**config.mk**
```make
export PLATFORM = sky130hd
export DESIGN_NAME = imem_loader
export DESIGN_NICKNAME = d
export VERILOG_FILES = /design/src/rtl/imem_loader.sv
export SDC_FILE = /design/constraint.sdc
export NUM_CORES = 1
export LEC_CHECK = 0
export ABC_CLOCK_PERIOD_IN_PS = 3650
export CAP_MARGIN = 40
export CORE_MARGIN = 8
export CORE_UTILIZATION = 40
export DETAILED_ROUTE_END_ITERATION = 12
export GPL_ROUTABILITY_DRIVEN = 0
export PLACE_DENSITY = 0.66
export SYNTH_ARGS = -nofsm -noshare
export SYNTH_HDL_FRONTEND = slang
export SYNTH_SLANG_ARGS = --single-unit
```
**constraint.sdc**
```tcl
create_clock -name clk -period 3.65 [get_ports clk]
set_input_delay 0.73 -clock clk [delete_from_list [all_inputs] [get_ports clk]]
set_output_delay 0.73 -clock clk [all_outputs]
set_load 0.1 [all_outputs]
```
**src/rtl/imem_loader.sv**
```systemverilog
// imem_loader -- streams bytes from an upstream source into instruction memory.
//
// Bytes are packed little-endian into 32-bit words; each completed word is
// written with a one-cycle wr_en strobe at BASE_ADDR + 4*index. The CPU is
// held in reset (cpu_hold) until the whole image has been written.
//
// Optional feature macro: IMEM_LOADER_CHECKSUM_EN
//   When defined, one extra byte follows the image and is compared against
//   the running XOR of all image bytes; a difference sets the sticky err flag.
//   When undefined, no checksum byte is consumed and err is tied low.
//
// Ports:
//   clk, rst         clock (rising edge), asynchronous active-low reset
//   start            one-cycle load request, honoured only in IDLE or DONE
//   word_count       number of words to load, captured with start
//   byte_valid/data  upstream byte stream
//   byte_ready       loader accepts a byte this cycle
//   wr_en/addr/data  instruction-memory write port
//   busy, done       load in progress / sticky completion flag
//   cpu_hold         high in every state except DONE
//   err              sticky checksum-mismatch flag
module imem_loader #(
    parameter logic [31:0] BASE_ADDR = 32'h0000_0000,
    parameter int          CNT_W     = 9
) (
    input  logic             clk,
    input  logic             rst,
    input  logic             start,
    input  logic [CNT_W-1:0] word_count,
    input  logic             byte_valid,
    input  logic [7:0]       byte_data,
    output logic             byte_ready,
    output logic             wr_en,
    output logic [31:0]      wr_addr,
    output logic [31:0]      wr_data,
    output logic             busy,
    output logic             done,
    output logic             cpu_hold,
    output logic             err
);

    typedef enum logic [2:0] {IDLE, RECV, WRITE, CHECK, DONE} state_t;

    localparam logic [CNT_W:0] ONE_EXT = (CNT_W+1)'(1);

    state_t           state, state_nxt;
    logic [CNT_W-1:0] cnt;
    logic [CNT_W-1:0] word_idx;
    logic [1:0]       byte_idx;
    logic [23:0]      lo_bytes;   // first three bytes of the word in flight
    logic             last_word;

    // Extended by one bit so index+1 cannot overflow at the maximum count.
    assign last_word = ({1'b0, word_idx} + ONE_EXT) >= {1'b0, cnt};

    always_ff @(posedge clk or negedge rst) begin
        if (!rst) state <= IDLE;
        else      state <= state_nxt;
    end

    always_comb begin
        state_nxt  = state;
        byte_ready = 1'b0;
        wr_en      = 1'b0;
        busy       = 1'b0;
        done       = 1'b0;
        cpu_hold   = 1'b1;
        case (state)
            IDLE, DONE: begin
                done     = (state == DONE);
                cpu_hold = (state != DONE);
                if (start) state_nxt = (word_count != '0) ? RECV : DONE;
            end
            RECV: begin
                byte_ready = 1'b1;
                busy       = 1'b1;
                if (byte_valid && byte_idx == 2'd3) state_nxt = WRITE;
            end
            WRITE: begin
                wr_en = 1'b1;
                busy  = 1'b1;
                if (!last_word) state_nxt = RECV;
`ifdef IMEM_LOADER_CHECKSUM_EN
                else            state_nxt = CHECK;
`else
                else            state_nxt = DONE;
`endif
            end
            CHECK: begin
                byte_ready = 1'b1;
                busy       = 1'b1;
                if (byte_valid) state_nxt = DONE;
            end
            default: state_nxt = IDLE;
        endcase
    end

    // Address and data are registered as the last byte arrives, so they are
    // stable throughout WRITE and hold their values afterwards.
    always_ff @(posedge clk or negedge rst) begin
        if (!rst) begin
            cnt      <= '0;
            word_idx <= '0;
            byte_idx <= '0;
            lo_bytes <= '0;
            wr_addr  <= '0;
            wr_data  <= '0;
        end else begin
            case (state)
                IDLE, DONE: begin
                    if (start) begin
                        cnt      <= word_count;
                        word_idx <= '0;
                        byte_idx <= '0;
                    end
                end
                RECV: begin
                    if (byte_valid) begin
                        byte_idx <= byte_idx + 2'd1;
                        if (byte_idx == 2'd3) begin
                            wr_data <= {byte_data, lo_bytes};
                            wr_addr <= BASE_ADDR + (32'(word_idx) << 2);
                        end else begin
                            lo_bytes <= {byte_data, lo_bytes[23:8]};
                        end
                    end
                end
                WRITE: begin
                    if (!last_word) word_idx <= word_idx + CNT_W'(1);
                end
                default: ;
            endcase
        end
    end

`ifdef IMEM_LOADER_CHECKSUM_EN
    logic [7:0] csum;
    logic       err_q;

    always_ff @(posedge clk or negedge rst) begin
        if (!rst) begin
            csum  <= '0;
            err_q <= 1'b0;
        end else begin
            case (state)
                IDLE, DONE: if (start) begin
                    csum  <= '0;
                    err_q <= 1'b0;
                end
                RECV:  if (byte_valid) csum  <= csum ^ byte_data;
                CHECK: if (byte_valid) err_q <= (byte_data != csum);
                default: ;
            endcase
        end
    end

    assign err = err_q;
`else
    assign err = 1'b0;
`endif

endmodule

```
==> run summary, run 1 <==
#FFs+latches synth: 88
IO Port Bufs: 66
Via density: 4.638
Fill count: 813
CTS tree: done
CTS H-tree depth: 3
RSZ-0062 raised after global routing: false
Maximum clock rate: 0.3157 GHz
Area growth from synthesis to layout: 41.79%
Initial core utilization: 41.18%
CTS Sinks: 88
WL/cell: 14.69 um
Worst reg2reg path depth: 12
Clk Latency, worst-skew pair: 350 ps
Final TNS setup: 0 ps
Most used DFF post-synth: dfrtp_1
Crit path time final: 3167 ps
DP Cell Count: 554
Largest net degree at the start of global routing: 48
Period Utilization, post-route: 86.77%
Initial DRC count: 135
Post-synth EDFFs: 0
Syn Area/Cell: 12.37 um2
Final #Nets: 464
Post-CTS Hold Buffers: 0
DP HPWL: 6318 um
# setup viols final: 0
Die X: 116.1 um
Max-cap violation count: 0
Total grt overflow: 0
IO Pins: 91
Outcome: completed
Total GRT Usage: 13.13%
DRT Pass-1 Iters: 4
TritonCTS Buffers: 9
Crit end category: flop
Antenna violations before repair: 0
Synth Instances: 324
Fin. Hold Viols: 0
Die area: 13,470 um2
# Post-CTS Setup Buffers: 0
First-pass GRT wire length: 13,890 um
Slew Limit Headroom: 50.54%
Max Slew Vio Count: 0
Reg clk slew, reported paths: 80 ps
Most frequent cells in the layout: dfrtp_1 (88), clkdlybuf4s50_1 (60), mux2_2 (56), buf_8 (30), nand2_1 (26)
Total wire length: 8358 um
# diodes: 0
Synthesized cell area: 4006 um2
Commonest non-fill, non-tap cell in the layout: dfrtp_1
DRC Markers: 0
Post-route antenna net violation count: 0
Std-Cell Rows: 36
Worst Skew: 13.00 ps
Synth warn: 0
Tightest Hold Check Type: in2async
Worst Tran Pin Value: 741.9 ps
Bufs on Longest Clock Path: 2
Layout Cells excl Fill: 569
Clock Tree Root: clkbuf_8
Layout cells sized above 1: 29.36%
Sequential-to-total area share from yosys stat: 54.97%
Critical Path Source Type: flop
Die height: 116.1 um
Routed vias: 2,639
WS Path Type: reg2reg
Netlist cell types: 42
Synth async-reset ratio: 100.0%
Vias in the first global route: 2,854
Max FO, Critical Path: 7
Critical Path RT: 3920 ps
Core Region: 9729 um2
Cts repair resizes: 0
WP data arrival: 3440 ps
flip-flops by register name, indices dropped and copies added, names as in the netlist:
register / flops
byte_idx: 2
cnt: 9
lo_bytes: 24
state: 3
word_idx: 9
wr_addr: 9
wr_data: 32
synth_stat cells (7+ instances only):
cell / instances / area [um2]
clkbuf_1: 9 / 33.78
dfrtp_1: 88 / 2202
mux2_1: 8 / 90.09
mux2_2: 56 / 630.6
o21ai_0: 11 / 55.05
nand2_1: 26 / 97.59
inv_1: 13 / 48.80
buf_4: 24 / 180.2
nand3_1: 7 / 35.03
nor2_1: 10 / 37.54
ha_1: 11 / 137.6
routing by layer:
metal	global-route usage, %	share of wire (%)
met3	2.189	4.9
met5	0	0
met2	21.58	47
met1	16.66	46
met4	5.704	1.4
cell type report:
cell class	instances	area, um2	area share, %
Inverter	14	52.55	0.9251
Multi-Input combinational cell	207	1594	28.06
Timing Repair Buffer	112	1449	25.51
Sequential cell	88	2202	38.77
Tap cell	133	166.4	2.930
Clock inverter	6	92.59	1.630
Clock buffer	9	123.9	2.181
critical path, cell delays in order, from the launching register on:
cell and delay (ps):
dfrtp_1 500, ha_1 270, nand3_1 90, or2_1 250
inv_1 90, and3_1 220, xor2_1 170, ha_1 250
nor2b_1 130, a311o_1 330, a21oi_2 230, and2_1 350
mux2i_1 220
worst paths after layout:
path	from	end	slack [ps]
max	word_idx[0]	word_idx[0]	480
min	rst	cnt[1]	390
max reg2reg	word_idx[0]	word_idx[0]	480
min reg2reg	cnt[0]	cnt[0]	500
max in group asynchronous	rst	wr_data[4]	2630
min in group clk	cnt[0]	cnt[0]	500
metrics by stage:
stage	hold WS [ps]	setup WS, ps	instance area (um2)	utilization (%)
after global routing	427.8	308.0	5680	58.38
final	391.6	482.8	5680	58.38
after CTS	398.0	489.3	5680	58.38
after detailed placement	484.7	527.7	5464	56.16
after floorplan	434.4	260.9	4098	-
after global placement	473.6	591.5	4691	48.21
cell families (layout without fill, tap and decap cells):
family / count (synthesis) / after routing / share of synthesized area [%]
XOR/XNOR: 7 / 7 / 1.530
adder cells (fa/ha/maj): 11 / 11 / 3.435
flip-flops: 88 / 88 / 54.97
AO/OA/AOI/OAI: 33 / 33 / 5.247
other: 1 / 24 / 0.09360
multiplexers: 69 / 69 / 19.24
buffers and inverters: 52 / 141 / 7.589
AND/OR/NAND/NOR: 63 / 63 / 7.902
Power of run 1 is left out: the tool's default activity adds up to more than one toggle a clock period on the data nets, which glitch-free logic cannot reach.
==> run 2, diff against run 1 <==
SLEW_MARGIN = 20   (was default)
==> results of run 2 <==
Final layout, timing and power as in run 1 (identical DEF).
Power of run 2 is left out for the same reason.
